$ cat config.mk
export PLATFORM = sky130hd
export DESIGN_NAME = if_stage_flat
export DESIGN_NICKNAME = d
export VERILOG_FILES = /design/src/rtl/if_stage_pkg.sv /design/src/rtl/inst_bus.sv /design/src/rtl/if_pkt_reg.sv /design/src/rtl/if_stage.sv /design/src/flat_wrapper.sv
export SDC_FILE = /design/constraint.sdc
export NUM_CORES = 1
export LEC_CHECK = 0
export ABC_CLOCK_PERIOD_IN_PS = 3500
export BUFFER_PORTS_ARGS = -buffer_cell sky130_fd_sc_hd__buf_2
export CORE_ASPECT_RATIO = 1.4
export CORE_MARGIN = 2
export CORE_UTILIZATION = 55
export CTS_BUF_LIST = sky130_fd_sc_hd__clkbuf_4
export CTS_CLUSTER_DIAMETER = 120
export CTS_CLUSTER_SIZE = 14
export DETAILED_ROUTE_END_ITERATION = 7
export PLACE_DENSITY = 0.83
export SYNTH_ARGS = -nofsm -noshare
export SYNTH_HDL_FRONTEND = slang
export SYNTH_SLANG_ARGS = --single-unit
$ cat constraint.sdc
create_clock -name clock -period 3.5 [get_ports clock]
set_clock_uncertainty 0.1 [all_clocks]
set_input_delay 0.35 -clock clock [delete_from_list [all_inputs] [get_ports clock]]
set_output_delay 0.35 -clock clock [all_outputs]
set_load 0.03 [all_outputs]
$ cat src/rtl/if_stage_pkg.sv
// Shared definitions for the instruction fetch stage: state encoding,
// default boot address and the packet handed to decode.
package if_stage_pkg;

    typedef enum logic [1:0] {
        IDLE = 2'd0,   // no request outstanding
        WAIT = 2'd1,   // request outstanding, response will be used
        KILL = 2'd2,   // request outstanding, response will be dropped
        HALT = 2'd3    // fault delivered, fetching stopped until redirect
    } if_state_t;

    localparam logic [63:0] IF_RESET_PC = 64'h8000_0000;

    typedef struct packed {
        logic [63:0] pc;
        logic [31:0] inst;
        logic        acc_err;
        logic        misalign;
    } if_pkt_t;

    function automatic logic is_aligned(input logic [63:0] addr);
        return addr[1:0] == 2'b00;
    endfunction

endpackage

$ cat src/rtl/inst_bus.sv
// Fetch port between the fetch stage (master) and the uncached
// instruction fetch unit (slave).
interface inst_bus;

    logic        en;
    logic [63:0] addr;
    logic        ready;
    logic        valid;
    logic [31:0] rdata;
    logic        acc_err;

    modport master (
        output en, addr, ready,
        input  valid, rdata, acc_err
    );

    modport slave (
        input  en, addr, ready,
        output valid, rdata, acc_err
    );

endinterface

$ cat src/rtl/if_pkt_reg.sv
// One-entry valid/ready packet register between fetch and decode.
// Flush drops the held packet; contents stay stable while stalled.
module if_pkt_reg
    import if_stage_pkg::*;
(
    input  logic    clock,
    input  logic    reset,
    input  logic    flush,
    input  logic    load,
    input  if_pkt_t load_pkt,
    input  logic    out_ready,
    output logic    out_valid,
    output if_pkt_t out_pkt
);

    logic    vld_p1;
    if_pkt_t pkt_p1;

    // Flush beats load, load beats drain; data only changes on load.
    always_ff @(posedge clock) begin
        if (reset) begin
            vld_p1 <= 1'b0;
            pkt_p1 <= '0;
        end else if (flush) begin
            vld_p1 <= 1'b0;
        end else if (load) begin
            vld_p1 <= 1'b1;
            pkt_p1 <= load_pkt;
        end else if (out_ready) begin
            vld_p1 <= 1'b0;
        end
    end

    assign out_valid = vld_p1;
    assign out_pkt   = pkt_p1;

endmodule

$ cat src/rtl/if_stage.sv
// Instruction fetch stage: keeps one fetch outstanding, turns responses
// into decode packets, handles redirects, access faults and misaligned PCs.
module if_stage
    import if_stage_pkg::*;
#(
    parameter logic [63:0] RESET_PC = IF_RESET_PC
) (
    input  logic        clock,
    input  logic        reset,
    inst_bus.master     ibus,
    input  logic        redirect_valid,
    input  logic [63:0] redirect_pc,
    output logic        if_valid,
    input  logic        if_ready,
    output logic [63:0] if_pc,
    output logic [31:0] if_inst,
    output logic        if_acc_err,
    output logic        if_misalign
);

    if_state_t   state, state_nxt;
    logic [63:0] fetch_pc;
    logic [63:0] inflight_pc;
    logic [63:0] issue_addr;
    logic        issue_ok;
    logic        out_free;
    logic        resp_acc;
    logic        load_resp;
    logic        load_mis;
    logic        issue;
    if_pkt_t     pkt_in;
    if_pkt_t     pkt_out;

    assign issue_addr = redirect_valid ? redirect_pc : fetch_pc;
    assign issue_ok   = is_aligned(issue_addr);
    assign out_free   = !if_valid || if_ready;

    // A response is only taken when its packet can land (or will be dropped).
    assign ibus.ready = !reset && ((state == KILL) || redirect_valid || out_free);
    assign resp_acc   = ibus.valid && ibus.ready;

    assign load_resp  = (state == WAIT) && resp_acc && !redirect_valid;
    assign load_mis   = (state == IDLE) && !redirect_valid && !issue_ok && out_free;

    // A faulting response stops fetching, so it never chains a new request.
    assign issue = !reset && issue_ok &&
                   ((state == IDLE) ||
                    ((state == HALT) && redirect_valid) ||
                    (resp_acc && !(load_resp && ibus.acc_err)));

    assign ibus.en   = issue;
    assign ibus.addr = issue_addr;

    // Next state: a new request always means WAIT; redirect overrides the rest.
    always_comb begin
        state_nxt = state;
        if (issue) begin
            state_nxt = WAIT;
        end else if (redirect_valid) begin
            if (((state == WAIT) || (state == KILL)) && !resp_acc)
                state_nxt = KILL;
            else
                state_nxt = IDLE;
        end else begin
            case (state)
                IDLE:    if (load_mis) state_nxt = HALT;
                WAIT:    if (resp_acc) state_nxt = ibus.acc_err ? HALT : IDLE;
                KILL:    if (resp_acc) state_nxt = IDLE;
                default: state_nxt = state;
            endcase
        end
    end

    // Packet contents: a misaligned PC or the response for the live request.
    always_comb begin
        pkt_in = '0;
        if (load_mis) begin
            pkt_in.pc       = issue_addr;
            pkt_in.misalign = 1'b1;
        end else begin
            pkt_in.pc      = inflight_pc;
            pkt_in.inst    = ibus.acc_err ? 32'h0 : ibus.rdata;
            pkt_in.acc_err = ibus.acc_err;
        end
    end

    // State and PC tracking; the next sequential PC wraps at 64 bits.
    always_ff @(posedge clock) begin
        if (reset) begin
            state       <= IDLE;
            fetch_pc    <= RESET_PC;
            inflight_pc <= '0;
        end else begin
            state <= state_nxt;
            if (issue) begin
                inflight_pc <= issue_addr;
                fetch_pc    <= issue_addr + 64'd4;
            end else if (redirect_valid) begin
                fetch_pc <= redirect_pc;
            end
        end
    end

    if_pkt_reg u_pkt_reg (
        .clock     (clock),
        .reset     (reset),
        .flush     (redirect_valid),
        .load      (load_resp || load_mis),
        .load_pkt  (pkt_in),
        .out_ready (if_ready),
        .out_valid (if_valid),
        .out_pkt   (pkt_out)
    );

    assign if_pc       = pkt_out.pc;
    assign if_inst     = pkt_out.inst;
    assign if_acc_err  = pkt_out.acc_err;
    assign if_misalign = pkt_out.misalign;

endmodule

$ cat src/flat_wrapper.sv
// flat-port wrapper written by rule: the top's interface ports become plain ports
module if_stage_flat import if_stage_pkg::*;
#(
    parameter logic [63:0] RESET_PC = IF_RESET_PC
)
  (clock, reset, redirect_valid, redirect_pc, if_valid, if_ready, if_pc, if_inst, if_acc_err, if_misalign, ibus_en, ibus_addr, ibus_ready, ibus_valid, ibus_rdata, ibus_acc_err);
  inst_bus ibus_i ();
  input  logic clock;
  input  logic reset;
  input  logic redirect_valid;
  input  logic [63:0] redirect_pc;
  output logic if_valid;
  input  logic if_ready;
  output logic [63:0] if_pc;
  output logic [31:0] if_inst;
  output logic if_acc_err;
  output logic if_misalign;
  output wire logic [$bits(ibus_i.en)-1:0] ibus_en;
  output wire logic [$bits(ibus_i.addr)-1:0] ibus_addr;
  output wire logic [$bits(ibus_i.ready)-1:0] ibus_ready;
  input wire logic [$bits(ibus_i.valid)-1:0] ibus_valid;
  input wire logic [$bits(ibus_i.rdata)-1:0] ibus_rdata;
  input wire logic [$bits(ibus_i.acc_err)-1:0] ibus_acc_err;
  assign ibus_en = ibus_i.en;
  assign ibus_addr = ibus_i.addr;
  assign ibus_ready = ibus_i.ready;
  assign ibus_i.valid = ibus_valid;
  assign ibus_i.rdata = ibus_rdata;
  assign ibus_i.acc_err = ibus_acc_err;
  if_stage #(.RESET_PC(RESET_PC)) u_core (.clock(clock), .reset(reset), .ibus(ibus_i), .redirect_valid(redirect_valid), .redirect_pc(redirect_pc), .if_valid(if_valid), .if_ready(if_ready), .if_pc(if_pc), .if_inst(if_inst), .if_acc_err(if_acc_err), .if_misalign(if_misalign));
endmodule
; Word level (Yosys, flattened, before mapping)
; Index checks and enable logic that the tools add are counted.
[classes]
reduce_logical = 36
mux = 16
n_addsub = 1
bitwise = 1
n_eq_ne = 9
[ops]
columns = op, count
row1 = 64-bit 2-to-1 mux, 3
row2 = "64-bit by 3-bit adder with 64-bit output, second input constant", 1
row3 = 33-bit 2-to-1 mux, 1
row4 = 32-bit 2-to-1 mux, 1
row5 = 1-bit logical AND, 13
row6 = 2-bit 2-to-1 mux, 6
row7 = "4-bit by 3-bit != test with 1-bit output, second input constant", 3
row8 = "3-bit by 2-bit != test with 1-bit output, second input constant", 3
row9 = 4-bit AND reduction, 2
row10 = 1-bit logical OR, 7
row11 = 1-bit zero test, 6
row12 = 2-bit one-hot mux with 3 select lines, 1
row13 = 5-bit nonzero test, 1
row14 = "2-bit == test, second input constant", 2
row15 = 2-bit zero test, 2
row16 = 1-bit 2-to-1 mux, 4
row17 = 4-bit nonzero test, 1
row18 = 2-bit OR reduction, 2
row19 = "2-bit by 1-bit == test with 1-bit output, second input constant", 1
row20 = 2-bit AND reduction, 1
row21 = 2-bit nonzero test, 1
row22 = 1-bit inverter, 1
[word_totals]
output_inout_bits = 165
elab_cells = 72
register_bits = 229
inputBits = 102

; Depth between registers and ports, before layout
[logic_depth]
ltp_word = 14
ltp_mapped = 14
ltp_nobuf = 9

; Cells and area by module
; Synthesis repeated with hierarchy kept, for this count alone.
[unflattened]
cells_unflattened = 1444
area_unflattened_um2 = 12116.6
[by_module_without_submodules]
columns = module, cells_per_inst, instances, seq_area_each_um2, area_each_um2
row1 = if_stage, 992, 1, 2602.5, 7539.7
row2 = if_pkt_reg, 452, 1, 1981.9, 4576.9

; Worst setup path before layout
; Ideal clock, no wire load.
[synth_path]
kind = input to register
startpoint = in redirect_valid
endpoint = reg u_core.fetch_pc[50]
required_time_ns = 3.281
cell_stages = 14
setup_ns = 0.119
t_arrival_ns = 2.994
path_buffers = 7
setup_slack_ns = 0.288
path_cell_list = buf_6 buf_12 buf_4 buf_2 buf_2 buf_2 mux2i_1 inv_1 ha_1 inv_1 nor4_4 buf_6 nand3_2 mux2i_1
[synth_via]
word_cells_on_any_way = 19
classes_between = add/sub (1) / mux (2) / reduce/logical (16)
[synth_rtl]
columns = item, line_no
row1 = "start, declared", flat_wrapper.sv:10  ; input logic redirect_valid;
row2 = 64-bit 2-to-1 mux, --
row3 = named net ibus_addr[3], flat_wrapper.sv:19  ; output wire logic [$bits(ibus_i.addr)-1:0] ibus_addr;
row4 = 64-bit by 3-bit adder with 64-bit output, if_stage.sv:97  ; fetch_pc <= issue_addr + 64'd4;
row5 = 64-bit 2-to-1 mux, if_stage.sv:95  ; if (issue) begin
row6 = "end signal, assigned", if_stage.sv:97
row7 = "end signal, assigned", if_stage.sv:99  ; fetch_pc <= redirect_pc;
row8 = "end, declared", if_stage.sv:22  ; logic [63:0] fetch_pc;
; The timed path passes the listed nets, and every way through them passes these cells.
; A chain may end at the register's enable or synchronous reset.

; Worst setup path in the final report
[layout_path]
startpoint = reg u_core.state[1]
endpoint = out ibus_en
[layout_via]
elab_chain_cells = 12
word_cells_on_any_way = 17
classes_between = eq/ne (3) / reduce/logical (14)
[layout_rtl]
columns = item, line_no
row1 = "start, declared", if_stage.sv:21  ; if_state_t state, state_nxt;
row2 = "start signal, assigned", if_stage.sv:94  ; state <= state_nxt;
row3 = 2-bit == test, if_stage.sv:39  ; assign ibus.ready = !reset && ((state == KILL) || redirect_valid || out_free);
row4 = 1-bit logical OR (2 in a row), if_stage.sv:39
row5 = 1-bit logical AND, if_stage.sv:39
row6 = 1-bit logical AND, if_stage.sv:40  ; assign resp_acc = ibus.valid && ibus.ready;
row7 = 1-bit logical AND (2 in a row), if_stage.sv:42  ; assign load_resp = (state == WAIT) && resp_acc && !redirect_valid;
row8 = 1-bit logical AND, if_stage.sv:49  ; (resp_acc && !(load_resp && ibus.acc_err)));
row9 = 1-bit zero test, if_stage.sv:49
row10 = 1-bit logical AND, if_stage.sv:49
row11 = 1-bit logical OR *, if_stage.sv:48  ; ((state == HALT) && redirect_valid) ||
row12 = 1-bit logical AND *, if_stage.sv:46  ; assign issue = !reset && issue_ok &&
row13 = "end, declared", flat_wrapper.sv:18  ; output wire logic [$bits(ibus_i.en)-1:0] ibus_en;
; Every way passes the cells marked *; elsewhere a longest branch is shown, timed or not.

==> flow_summary.yaml <==
yosys:
  synth_compound_area_frac: 0.1750
  syn_avg_cell_area_um2: 8.150
  synthArstFlopShare: 0
  synth_edf_count: 0
  ys.flop_type: "dfxtp_1"
  synth_top_family_by_area: "simple AND/OR/NAND/NOR gates"
  synth.distinct_cells: 66
  ys_seq_area_frac: 0.4274
  synth-seq-cells: 229
  netlist_area_um2: 10730
  synth_nets: 1423
  synthAdderAreaFrac: 0.005833
  synth.yosys.warnings: 0
  syn_inst: 1316
  synth.area.mux_share: 0.07315
  synth-simple-area-share: 0.2289
  synthXorXnorAreaFrac: 0.02205
cells_and_area:
  fin_nets: 1708
  mostFrequentLayoutCells: "buf_2 (264), dfxtp_1 (229), nand2_1 (215), nand3_1 (125), a21oi_1 (111)"
  drive_gt1_frac: 0.2167
  syn2layout_area_growth_pct: 21.91
  final_common_cell: "buf_2"
  fin_area_um2: 13080
  fillerInstances: 1556
timing:
  rsz0062_at_grt: "no"
  report.final.setup_viol: 0
  relSlewSlack: 0.1440
  slew_violations: 0
  max_freq_mhz: 328.9
  worstMarginPinSlew_ps: 1283
  min_period_ps: 3041
  setup-tns-final_ps: 0
  post-route-period-util: 0.8688
  hold_viol: 0
routing:
  wl_per_cell_um: 17.10
  ant_nets: 0
  vias: 10770
  routed_wl_mm: 31.63
  dr.pass1.iters: 7
  drc_errors: 0
  vias_per_cell: 5.819
  drt_iter0_drc: 810
critical_path:
  critPathMaxStageDelay_ps: 420
  slowest_stage: "o41ai_4"
  critical_path_arrival_ps: 2590
  cp_max_fo: 9
  path_cells: "inv_1 > ha_1 > and3b_1 > o41ai_4 > nand2_4 > inv_2 > buf_2"
  crit_required_ps: 3050
  endpoint_kind: "output port"
  worstSetupPathType: "flop to output port"
  startpoint_type: "flop"
global_route:
  antenna_found_initial: 2
  grt_pass1_wl_mm: 51.41
  gr-total-overflow: 0
  grt_start_max_net_pins: 81
  grt_pass1_vias: 10390
  grt_usage: 0.3032
status:
  status: "complete, no violations"
clocking:
  clock-sinks: 229
  htree_levels: 1
  cts_tree: "built"
  clockRootBuffer: "clkbuf_4"
  clockBufferDepth: 3
  clk_latency_ps: 660
  path_clk_slew_ps: 150
  cts_buffers: 20
placed_design:
  placed_cell_area_um2: 12170
  io_buffers: 266
  place_congestion: 0.8634
  dp_hpwl_mm: 20.98
floorplan:
  rows: 60
  io_pins: 267
  core_area_um2: 19140
  start_util: 0.5603
  die_h_um: 169.2
  die_area_um2: 20650
  die_w_um: 122.0
flow_run:
  cap_viol_max_count: 0
worst_hold_path:
  min_path_type: "primary input to flop"
power:
  power_density_nw_per_um2: 411.8
  ir_drop_uv: 286.2
  p_leak_nw: 5.706
routing by layer:
layer  vias to the layer above  GRT usage  part of all wire
met5                         -          0                 0
met4                         0     0.1724             0.058
met3                       133    0.05141             0.061
met2                       451     0.5101              0.49
met1                      5021     0.3628              0.40
li1                       5160          -                 -
report_power, final:
| part | switching (mW) | total (mW) | leakage (nW) | internal (mW) |
|---|---|---|---|---|
| Clock | 0.830 | 1.12 | 0.103 | 0.286 |
| Sequential | 0.0971 | 2.88 | 1.87 | 2.79 |
| Combinational | 0.936 | 1.38 | 3.74 | 0.447 |
| Total | 1.86 | 5.38 | 5.71 | 3.52 |
state kept, by name, indices dropped and copies added (netlist names):
| name | flops |
|---|---|
| u_core.fetch_pc | 64 |
| u_core.u_pkt_reg.out_pkt | 98 |
| u_core.state | 2 |
| u_core.inflight_pc | 64 |
| u_core.u_pkt_reg.out_valid | 1 |
cell type report:
| cell class | count | area (um2) | area share |
|---|---|---|---|
| Timing Repair Buffer | 365 | 2300 | 0.1759 |
| Multi-Input combinational cell | 916 | 5449 | 0.4167 |
| Sequential cell | 229 | 4584 | 0.3506 |
| Inverter | 69 | 260.3 | 0.01990 |
| Antenna cell | 1 | 2.502 | 0.0001914 |
| Clock inverter | 1 | 11.26 | 0.0008612 |
| Clock buffer | 21 | 157.7 | 0.01206 |
| Tap cell | 248 | 310.3 | 0.02373 |
worst max-delay path: cells and delay by family, from the launching register on:
| kind | cells | cell delay [ps] |
|---|---|---|
| AO/OA/AOI/OAI | 1 | 420 |
| adder cells (fa/ha/maj) | 1 | 240 |
| buffers and inverters | 3 | 540 |
| flip-flops | 1 | 380 |
| AND/OR/NAND/NOR | 2 | 360 |
final timing paths:
check	from	to	slack, ps	cells past startpoint
setup / recovery	u_core.state[1]	ibus_en	460	7
hold / removal	reset	u_core.fetch_pc[5]	20	2
setup reg to reg	u_core.state[0]	u_core.u_pkt_reg.out_pkt[22]	620	8
hold reg to reg	u_core.u_pkt_reg.out_pkt[14]	u_core.u_pkt_reg.out_pkt[14]	360	2
Yosys cell counts (3+ instances only):
| master | count | share of area |
|---|---|---|
| a211oi_1 | 8 | 0.0056 |
| a21oi_1 | 111 | 0.052 |
| a22oi_1 | 6 | 0.0042 |
| a311oi_1 | 5 | 0.0041 |
| a31o_1 | 7 | 0.0057 |
| a32o_1 | 4 | 0.0037 |
| a41o_1 | 3 | 0.0028 |
| and2_1 | 7 | 0.0041 |
| and3_1 | 8 | 0.0047 |
| buf_1 | 11 | 0.0038 |
| buf_2 | 21 | 0.0098 |
| buf_4 | 3 | 0.0021 |
| buf_6 | 4 | 0.0042 |
| clkbuf_1 | 62 | 0.022 |
| dfxtp_1 | 229 | 0.43 |
| ha_1 | 5 | 0.0058 |
| inv_1 | 68 | 0.024 |
| mux2_2 | 3 | 0.0031 |
| mux2i_1 | 75 | 0.070 |
| nand2_1 | 216 | 0.076 |
| nand2b_1 | 4 | 0.0023 |
| nand3_1 | 125 | 0.058 |
| nand3_2 | 4 | 0.0037 |
| nand3b_1 | 14 | 0.0098 |
| nand4_1 | 19 | 0.011 |
| nand4b_1 | 9 | 0.0073 |
| nor2_1 | 59 | 0.021 |
| nor2b_1 | 6 | 0.0035 |
| nor3_1 | 16 | 0.0075 |
| nor4_1 | 3 | 0.0018 |
| nor4_2 | 3 | 0.0035 |
| o211ai_1 | 61 | 0.043 |
| o21ai_0 | 67 | 0.031 |
| o21ai_1 | 3 | 0.0014 |
| xnor2_1 | 27 | 0.022 |
what timing repair did:
item	4_1_cts	5_1_grt
hold buffers	73	0
gates resized for setup	0	0
endpoints found under the hold margin	84	0
setup buffers	0	0
through the flow:
step           total power [mW]  hold slack (ps)  worst slack, ps  utilization  std cells
4_1_cts                   5.397           0.9900            404.0       0.6829       1849
3_5_place_dp              4.239            340.9            499.3       0.6359       1754
2_1_floorplan             3.836            341.2            287.8            -       1316
5_1_grt                   5.640            16.32            235.4       0.6830       1850
6_report                  5.384            24.36            459.3       0.6830       1850
3_3_place_gp              4.205            334.7            486.7       0.6359       1754
kinds of logic (layout without fill, tap and decap cells):
group	Yosys count	in the layout
xor+xnor	27	27
flops	229	229
other cells	0	1
buf+inv	171	456
simple gates	509	509
mux	78	78
compound gates	297	297
fa+ha+maj	5	5
(Power assumes the default switching activity.)
